File: src/rtl/cnn_pkg.sv
// ---------------------------------------------------------------------------
// cnn_pkg
// Shared definitions for the cnn_core inference block: FSM state encoding,
// default geometry (image, kernel, convolution and pooled sizes, flattened
// vector length), word widths and the word typedefs used by the datapath.
// No ports; imported by cnn_core and cnn_conv3x3.
// ---------------------------------------------------------------------------
package cnn_pkg;

   localparam int IMG_W    = 12;
   localparam int IMG_H    = 12;
   localparam int N_FEAT   = 2;
   localparam int K_SIZE   = 3;
   localparam int CONV_W   = IMG_W - K_SIZE + 1;
   localparam int CONV_H   = IMG_H - K_SIZE + 1;
   localparam int POOL_W   = CONV_W / 2;
   localparam int POOL_H   = CONV_H / 2;
   localparam int FLAT_LEN = N_FEAT * POOL_W * POOL_H;

   localparam int PIX_DW   = 2;
   localparam int CONV_DW  = 8;
   localparam int FC_DW    = 8;
   localparam int OUT_DW   = 32;

   typedef enum logic [2:0] {
      IDLE           = 3'd0,
      CONVOLUTION    = 3'd1,
      POOLING        = 3'd2,
      FLATTENING     = 3'd3,
      FULLYCONNECTED = 3'd4,
      OUTPUT         = 3'd5
   } state_t;

   typedef logic signed [PIX_DW-1:0]  pixel_t;
   typedef logic signed [CONV_DW-1:0] conv_t;
   typedef logic signed [FC_DW-1:0]   fc_t;

   // Signed maximum of two convolution words.
   function automatic conv_t max_s(input conv_t a, input conv_t b);
      return (a > b) ? a : b;
   endfunction

endpackage

File: src/rtl/cnn_conv3x3.sv
// ---------------------------------------------------------------------------
// cnn_conv3x3
// Combinational 3x3 dot product of a pixel window with one kernel.
// Ports:
//   i_window : 9 packed 2-bit signed pixels, tap k = r*3+c, tap 0 in MSBs
//   i_kernel : 9 packed 2-bit signed weights, same tap ordering
//   o_sum    : signed sum of the 9 products, sign-extended to CONV_DW bits
// ---------------------------------------------------------------------------
module cnn_conv3x3
   import cnn_pkg::*;
(
   input  logic [PIX_DW*K_SIZE*K_SIZE-1:0] i_window,
   input  logic [PIX_DW*K_SIZE*K_SIZE-1:0] i_kernel,
   output logic signed [CONV_DW-1:0]       o_sum
);

   localparam int TAPS = K_SIZE * K_SIZE;

   conv_t w_sum;

   // Each 2-bit operand is sign-extended before the multiply so the
   // product is formed at full word width.
   always_comb begin
      w_sum = '0;
      for (int k = 0; k < TAPS; k++) begin
         w_sum = w_sum
               + conv_t'(pixel_t'(i_window[PIX_DW*(TAPS-1-k) +: PIX_DW]))
               * conv_t'(pixel_t'(i_kernel[PIX_DW*(TAPS-1-k) +: PIX_DW]));
      end
   end

   assign o_sum = w_sum;

endmodule

File: src/rtl/cnn_core.sv
// ---------------------------------------------------------------------------
// cnn_core
// Fixed-function CNN: 2-bit image -> NUM_FEATURES 3x3 valid convolutions ->
// 2x2 max pool -> flatten -> fully-connected reduction to one 32-bit score.
// Ports:
//   clk                          : clock, rising edge
//   rst_cnn                      : sync reset of FSM, counters, datapath, output
//   rst_feature_weights          : sync clear of the kernel memory
//   rst_fullyconnected_weights   : sync clear of the FC weight memory
//   image_input                  : packed image, pixel (0,0) in the MSBs
//   feature_weights_input        : packed kernel, tap 0 in the MSBs
//   feature_writeAddr            : kernel slot to write
//   feature_WrEn                 : active-low kernel write (IDLE only)
//   fullyconnected_weights_input : packed FC weights, index 0 in the MSBs
//   fullyconnected_WrEn          : active-low FC weight write (IDLE only)
//   convolution_enable           : active-low start (IDLE only)
//   cnn_output                   : signed score, held until next result/reset
// ---------------------------------------------------------------------------
module cnn_core
   import cnn_pkg::*;
#(
   parameter int IMAGE_WIDTH               = IMG_W,
   parameter int IMAGE_HEIGHT              = IMG_H,
   parameter int NUM_FEATURES              = N_FEAT,
   parameter int KERNEL_SIZE               = K_SIZE,
   parameter int CONVOLUTION_WIDTH         = CONV_W,
   parameter int CONVOLUTION_HEIGHT        = CONV_H,
   parameter int POOLED_WIDTH              = POOL_W,
   parameter int POOLED_HEIGHT             = POOL_H,
   parameter int FLATTENED_LENGTH          = FLAT_LEN,
   parameter int CONVOLUTION_DATA_WIDTH    = CONV_DW,
   parameter int FULLYCONNECTED_DATA_WIDTH = FC_DW,
   parameter int OUTPUT_DATA_WIDTH         = OUT_DW
)(
   input  logic                                                  clk,
   input  logic                                                  rst_cnn,
   input  logic                                                  rst_feature_weights,
   input  logic                                                  rst_fullyconnected_weights,
   input  logic [2*IMAGE_HEIGHT*IMAGE_WIDTH-1:0]                 image_input,
   input  logic [2*KERNEL_SIZE*KERNEL_SIZE-1:0]                  feature_weights_input,
   input  logic [$clog2(NUM_FEATURES):0]                         feature_writeAddr,
   input  logic                                                  feature_WrEn,
   input  logic [FULLYCONNECTED_DATA_WIDTH*FLATTENED_LENGTH-1:0] fullyconnected_weights_input,
   input  logic                                                  fullyconnected_WrEn,
   input  logic                                                  convolution_enable,
   output logic [OUTPUT_DATA_WIDTH-1:0]                          cnn_output
);

   localparam int IMG_BITS = 2 * IMAGE_HEIGHT * IMAGE_WIDTH;
   localparam int KER_BITS = 2 * KERNEL_SIZE * KERNEL_SIZE;
   localparam int FCW_BITS = FULLYCONNECTED_DATA_WIDTH * FLATTENED_LENGTH;
   localparam int RC_W     = $clog2(IMAGE_WIDTH > IMAGE_HEIGHT ? IMAGE_WIDTH : IMAGE_HEIGHT);
   localparam int PRC_W    = $clog2(POOLED_WIDTH > POOLED_HEIGHT ? POOLED_WIDTH : POOLED_HEIGHT);
   localparam int FCI_W    = $clog2(FLATTENED_LENGTH);

   // ---------------- state and storage ----------------
   state_t state;
   state_t w_next_state;

   logic [IMG_BITS-1:0]                      r_image;
   logic [KER_BITS-1:0]                      r_kernel [NUM_FEATURES];
   logic signed [FULLYCONNECTED_DATA_WIDTH-1:0] r_fc_w [FLATTENED_LENGTH];

   logic signed [CONVOLUTION_DATA_WIDTH-1:0] r_conv [NUM_FEATURES][CONVOLUTION_HEIGHT][CONVOLUTION_WIDTH];
   logic signed [CONVOLUTION_DATA_WIDTH-1:0] r_pool [NUM_FEATURES][POOLED_HEIGHT][POOLED_WIDTH];
   logic signed [CONVOLUTION_DATA_WIDTH-1:0] r_flat [FLATTENED_LENGTH];

   logic [RC_W-1:0]  r_row, r_col;     // convolution position
   logic [PRC_W-1:0] r_prow, r_pcol;   // pooled position
   logic [FCI_W-1:0] r_fc_idx;         // FC MAC index
   logic signed [OUTPUT_DATA_WIDTH-1:0] r_acc;

   // ---------------- FSM control decode ----------------
   logic w_start, w_conv_en, w_pool_en, w_flat_en, w_fc_en, w_out_en;
   logic w_col_last, w_conv_last, w_pcol_last, w_pool_last, w_fc_last;

   assign w_col_last  = (int'(r_col) == CONVOLUTION_WIDTH - 1);
   assign w_conv_last = w_col_last && (int'(r_row) == CONVOLUTION_HEIGHT - 1);
   assign w_pcol_last = (int'(r_pcol) == POOLED_WIDTH - 1);
   assign w_pool_last = w_pcol_last && (int'(r_prow) == POOLED_HEIGHT - 1);
   assign w_fc_last   = (int'(r_fc_idx) == FLATTENED_LENGTH - 1);

   // ---------------- image window and convolution ----------------
   logic [1:0]          w_pix [IMAGE_HEIGHT][IMAGE_WIDTH];
   logic [KER_BITS-1:0] w_window;
   logic signed [CONVOLUTION_DATA_WIDTH-1:0] w_conv_sum [NUM_FEATURES];
   logic signed [CONVOLUTION_DATA_WIDTH-1:0] w_pool_max [NUM_FEATURES];

   for (genvar r = 0; r < IMAGE_HEIGHT; r++) begin : g_pix_r
      for (genvar c = 0; c < IMAGE_WIDTH; c++) begin : g_pix_c
         assign w_pix[r][c] = r_image[IMG_BITS-1-2*(r*IMAGE_WIDTH+c) -: 2];
      end
   end

   // Window anchored at the current (row, col); tap ordering matches the kernel.
   for (genvar kr = 0; kr < KERNEL_SIZE; kr++) begin : g_win_r
      for (genvar kc = 0; kc < KERNEL_SIZE; kc++) begin : g_win_c
         assign w_window[2*(KERNEL_SIZE*KERNEL_SIZE-1-(kr*KERNEL_SIZE+kc)) +: 2] =
            w_pix[r_row + RC_W'(kr)][r_col + RC_W'(kc)];
      end
   end

   for (genvar f = 0; f < NUM_FEATURES; f++) begin : g_feat
      cnn_conv3x3 u_conv (
         .i_window (w_window),
         .i_kernel (r_kernel[f]),
         .o_sum    (w_conv_sum[f])
      );
   end

   // Pooled (i,j) covers conv rows/cols {2i,2i+1} x {2j,2j+1}.
   always_comb begin
      for (int f = 0; f < NUM_FEATURES; f++) begin
         w_pool_max[f] = max_s(
            max_s(r_conv[f][{r_prow,1'b0}][{r_pcol,1'b0}], r_conv[f][{r_prow,1'b0}][{r_pcol,1'b1}]),
            max_s(r_conv[f][{r_prow,1'b1}][{r_pcol,1'b0}], r_conv[f][{r_prow,1'b1}][{r_pcol,1'b1}]));
      end
   end

   // ---------------- FC multiply ----------------
   logic signed [OUTPUT_DATA_WIDTH-1:0] w_flat_ext, w_w_ext, w_prod;
   assign w_flat_ext = OUTPUT_DATA_WIDTH'(r_flat[r_fc_idx]);
   assign w_w_ext    = OUTPUT_DATA_WIDTH'(r_fc_w[r_fc_idx]);
   assign w_prod     = w_flat_ext * w_w_ext;

   // ---------------- FSM: state register ----------------
   always_ff @(posedge clk) begin
      if (rst_cnn) state <= IDLE;
      else         state <= w_next_state;
   end

   // ---------------- FSM: next state ----------------
   always_comb begin
      w_next_state = state;
      case (state)
         IDLE:           if (!convolution_enable) w_next_state = CONVOLUTION;
         CONVOLUTION:    if (w_conv_last)         w_next_state = POOLING;
         POOLING:        if (w_pool_last)         w_next_state = FLATTENING;
         FLATTENING:                              w_next_state = FULLYCONNECTED;
         FULLYCONNECTED: if (w_fc_last)           w_next_state = OUTPUT;
         OUTPUT:                                  w_next_state = IDLE;
         default:                                 w_next_state = IDLE;
      endcase
   end

   // ---------------- FSM: outputs ----------------
   always_comb begin
      w_start   = 1'b0;
      w_conv_en = 1'b0;
      w_pool_en = 1'b0;
      w_flat_en = 1'b0;
      w_fc_en   = 1'b0;
      w_out_en  = 1'b0;
      case (state)
         IDLE:           w_start   = !convolution_enable;
         CONVOLUTION:    w_conv_en = 1'b1;
         POOLING:        w_pool_en = 1'b1;
         FLATTENING:     w_flat_en = 1'b1;
         FULLYCONNECTED: w_fc_en   = 1'b1;
         OUTPUT:         w_out_en  = 1'b1;
         default:        ;
      endcase
   end

   // ---------------- weight memories ----------------
   always_ff @(posedge clk) begin
      if (rst_feature_weights) begin
         for (int f = 0; f < NUM_FEATURES; f++) r_kernel[f] <= '0;
      end else if (state == IDLE && !feature_WrEn) begin
         // Slots outside 0..NUM_FEATURES-1 match no iteration and are dropped.
         for (int f = 0; f < NUM_FEATURES; f++) begin
            if (int'(feature_writeAddr) == f) r_kernel[f] <= feature_weights_input;
         end
      end
   end

   always_ff @(posedge clk) begin
      if (rst_fullyconnected_weights) begin
         for (int n = 0; n < FLATTENED_LENGTH; n++) r_fc_w[n] <= '0;
      end else if (state == IDLE && !fullyconnected_WrEn) begin
         for (int n = 0; n < FLATTENED_LENGTH; n++) begin
            r_fc_w[n] <= fullyconnected_weights_input[FCW_BITS-1-FULLYCONNECTED_DATA_WIDTH*n -: FULLYCONNECTED_DATA_WIDTH];
         end
      end
   end

   // ---------------- datapath ----------------
   // The conv/pool/flat arrays are always fully written before being read
   // in a run, so only the image, counters, accumulator and output are reset.
   always_ff @(posedge clk) begin
      if (rst_cnn) begin
         r_image    <= '0;
         r_row      <= '0;
         r_col      <= '0;
         r_prow     <= '0;
         r_pcol     <= '0;
         r_fc_idx   <= '0;
         r_acc      <= '0;
         cnn_output <= '0;
      end else begin
         if (w_start) begin
            r_image  <= image_input;
            r_row    <= '0;
            r_col    <= '0;
            r_prow   <= '0;
            r_pcol   <= '0;
            r_fc_idx <= '0;
            r_acc    <= '0;
         end

         if (w_conv_en) begin
            for (int f = 0; f < NUM_FEATURES; f++) r_conv[f][r_row][r_col] <= w_conv_sum[f];
            if (w_col_last) begin
               r_col <= '0;
               r_row <= w_conv_last ? '0 : r_row + 1'b1;
            end else begin
               r_col <= r_col + 1'b1;
            end
         end

         if (w_pool_en) begin
            for (int f = 0; f < NUM_FEATURES; f++) r_pool[f][r_prow][r_pcol] <= w_pool_max[f];
            if (w_pcol_last) begin
               r_pcol <= '0;
               r_prow <= w_pool_last ? '0 : r_prow + 1'b1;
            end else begin
               r_pcol <= r_pcol + 1'b1;
            end
         end

         if (w_flat_en) begin
            for (int f = 0; f < NUM_FEATURES; f++)
               for (int i = 0; i < POOLED_HEIGHT; i++)
                  for (int j = 0; j < POOLED_WIDTH; j++)
                     r_flat[f*POOLED_HEIGHT*POOLED_WIDTH + i*POOLED_WIDTH + j] <= r_pool[f][i][j];
            r_fc_idx <= '0;
         end

         if (w_fc_en) begin
            r_acc    <= r_acc + w_prod;
            r_fc_idx <= w_fc_last ? '0 : r_fc_idx + 1'b1;
         end

         if (w_out_en) cnn_output <= r_acc;
      end
   end

endmodule

File: config.mk
export PLATFORM = sky130hd
export DESIGN_NAME = cnn_core
export DESIGN_NICKNAME = d
export VERILOG_FILES = /design/src/rtl/cnn_pkg.sv /design/src/rtl/cnn_conv3x3.sv /design/src/rtl/cnn_core.sv
export SDC_FILE = /design/constraint.sdc
export NUM_CORES = 2
export LEC_CHECK = 0
export CORE_ASPECT_RATIO = 0.8
export CORE_MARGIN = 2
export CORE_UTILIZATION = 40
export CTS_BUF_LIST = sky130_fd_sc_hd__clkbuf_8
export CTS_CLUSTER_SIZE = 25
export DETAILED_ROUTE_END_ITERATION = 6
export PLACE_DENSITY = 0.59
export RECOVER_POWER = 25
export SYNTH_ARGS = -nofsm -noshare
export SYNTH_HDL_FRONTEND = slang
export SYNTH_HIERARCHICAL = 1
export SYNTH_SLANG_ARGS = --single-unit
export TNS_END_PERCENT = 100
File: constraint.sdc
create_clock -name clk -period 26.9 [get_ports clk]
set_clock_uncertainty 0.15 [all_clocks]
set_input_delay 5.38 -clock clk [delete_from_list [all_inputs] [get_ports clk]]
set_output_delay 5.38 -clock clk [all_outputs]
set_load 0.1 [all_outputs]
==> run metrics <==
outcome finished, violations left; failing checks capacitance limit, slew limit; post-synthesis sequential area ratio 65.4%; CP Capture Type flip-flop; final worst path period need 15690 ps; Max Slew Vio Count 1082; R2R depth 28; DR pass1 iterations 7; Hold Path Class reg2reg; setup TNS 0 ps; FF+latch count, synth 3217; reg-to-reg endpoint r_conv[0][575]; GRT overflow 0; critical path class in2reg; layout net count 11500; CTS max path bufs 4; Die Y-Extent 537 um; Clock Sink Count 3217; dpl hpwl 276 mm; Post-CTS Setup Inserts 0; CP endpoint r_flat[29][3]; DR WL/cell 27.7 um; ANT nets after route 0; post-CTS sizing 0; Async SR Flop Fraction 0%; chip width 670 um; fmax 63.8 MHz; Max-slew headroom -550%; number of fill cells 30800; CTS H-Tree Depth 6; Synth cell types 71; RSZ-0062 raised after global routing no; reg2reg setup slack 15680 ps; final setup fails 0; post-layout instance area 0.164 mm2; critical path fanouts, max 180; Critical Path AT 15950 ps; Fin. Hold Viols 0; post-synth top area cell edfxtp_1; Post-synth EDFFs 2836; CTS clk-pin slew, worst paths 70 ps; dominant cells by area after synthesis edfxtp_1, mux4_2, dfxtp_1; dominant synthesized flop cell edfxtp_1; row count 195; max_cap viols 23; cts bufs inserted 524; CP required 27160 ps; crit start category input pin; Ys Warns 6; CTS tree built; share of the synthesized area in the top cell type 60.1%; placed insts 14600; drt initial violations 9799; Port Buffer Count 746; Avg Cell Area, Syn 14.9 um2; reg-to-reg critical path startpoint r_row[1]; initial core utilization 40.2%; Placed Area 0.155 mm2; via/cell ratio 5.70; I/O pin cnt 747; Area Growth Syn to Fin 15.9%; post-synthesis cell count 9506; Worst-Skew Late Latency 1150 ps; pin count of the biggest net entering global routing 273; final core utilization 46.6%; Mapped Nets 10600; Tcrit/Tclk final 58.3%; crit path launch rst_cnn; fin cells 15500; clk root buf clkbuf_8; gpl congestion 0.958; residual DRC count 0; GRT Total Usage 23.2%; full die area 0.359 mm2; core area 0.353 mm2; CTS Hold Buffers Added 0; initial antenna violation count 84; Synth Cell Area 0.142 mm2; total number of vias 88400; share of cells above drive strength 1 15.0%; worst hold path depth 0; vias in the first global route 87600; Least-Margin Pin Slew 9750 ps; first-pass GRT wire length 619 mm; detailed-route wire length 429 mm
[cells in the mapped netlist, types with 16 or more instances]
cell type and instances:
inv_1 339, nand2_1 782, nand3_1 54, o22a_1 67, mux4_2 449, o21ai_1 60
a221oi_1 37, a21oi_1 626, xnor2_1 41, nand2b_1 25, a22oi_1 459, and2_1 320
mux2i_1 346, edfxtp_1 2836, nor2b_1 161, o22ai_1 164, o21ai_0 86, clkbuf_1 454
mux2_2 184, o221ai_1 174, or2_1 22, fa_1 250, ha_1 178, a21o_1 16
a2bb2oi_1 20, a32oi_1 49, nor3_1 25, buf_2 90, o2bb2ai_1 24, dfxtp_1 381
buf_1 75, nor2_1 499, xor2_1 18
[worst max-delay path: stages]
cell      delay, ps
clkbuf_1       1390
nor2_1         2060
clkbuf_1       6640
[cell type report]
type	count	area, um2	share of cell area (%)
inverter	343	1300	0.789
multi-input combinational	5299	45400	27.6
timing repair buffer	974	9160	5.57
tap	4728	5920	3.60
clock buffer	553	7610	4.63
antenna	56	140	0.0853
sequential	3217	92800	56.5
clock inverter	343	1960	1.19
[sequential cells by signal, summed over array words and instances (netlist names), named ones only]
register	count
r_pcol	3
r_fc_w	400
state	3
cnn_output	32
r_acc	32
r_kernel	36
r_conv	1600
r_image	288
r_prow	3
r_pool	400
r_row	4
r_flat	400
r_fc_idx	6
r_col	4
[layout by cell type (no fill, tap or decap), types with 49 or more instances in the layout]
master / count
mux4_2: 449
a32oi_1: 49
nand3_1: 54
o21ai_1: 60
mux2_2: 184
clkbuf_8: 553
buf_4: 175
o22ai_1: 164
inv_1: 484
o22a_1: 67
fa_1: 250
o21ai_0: 86
ha_1: 174
mux2i_1: 346
a21oi_1: 624
nand2_1: 781
clkdlybuf4s50_1: 743
nor2b_1: 158
nor2_1: 446
and2_0: 223
a22oi_1: 459
o221ai_1: 174
diode_2: 56
edfxtp_1: 2836
clkinv_1: 88
dfxtp_1: 366
and2_1: 97
[per-stage QoR]
step           hold slack [ps]  worst slack (ps)
6_report                   233             11210
5_1_grt                    213             10240
4_1_cts                    196             15660
3_5_place_dp               255             15730
3_3_place_gp               250             15950
2_1_floorplan              250              1840
[kinds of logic after synthesis]
| group | Yosys count | share of synthesized area, % |
|---|---|---|
| simple gates | 1924 | 6.17 |
| mux | 994 | 11.2 |
| xor+xnor | 59 | 0.364 |
| flops | 3217 | 65.4 |
| fa+ha+maj | 428 | 5.10 |
| buf+inv | 990 | 2.81 |
| compound gates | 1894 | 8.96 |
[worst min-delay path by stage]
stage,start,end,slack [ps]
final,r_pool[0][199],r_flat[0][7],230
after global routing,r_pool[0][199],r_flat[0][7],210
after CTS,r_pool[0][199],r_flat[0][7],200
after detailed placement,r_pool[0][96],r_flat[12][0],250
after global placement,r_pool[0][157],r_flat[5][5],250
after floorplan,r_pool[0][192],r_flat[0][0],250
[metal layers]
metal / track usage [%] / share of wire [%] / vias up
li1: - / - / 38100
met1: 34.4 / 44 / 45700
met2: 34.7 / 44 / 3862
met3: 5.23 / 9.0 / 648
met4: 5.78 / 2.2 / 38
met5: 0.339 / 0.055 / -
Power is left out: the tool's default activity adds up to more than one toggle a clock period on the data nets, which glitch-free logic cannot reach.
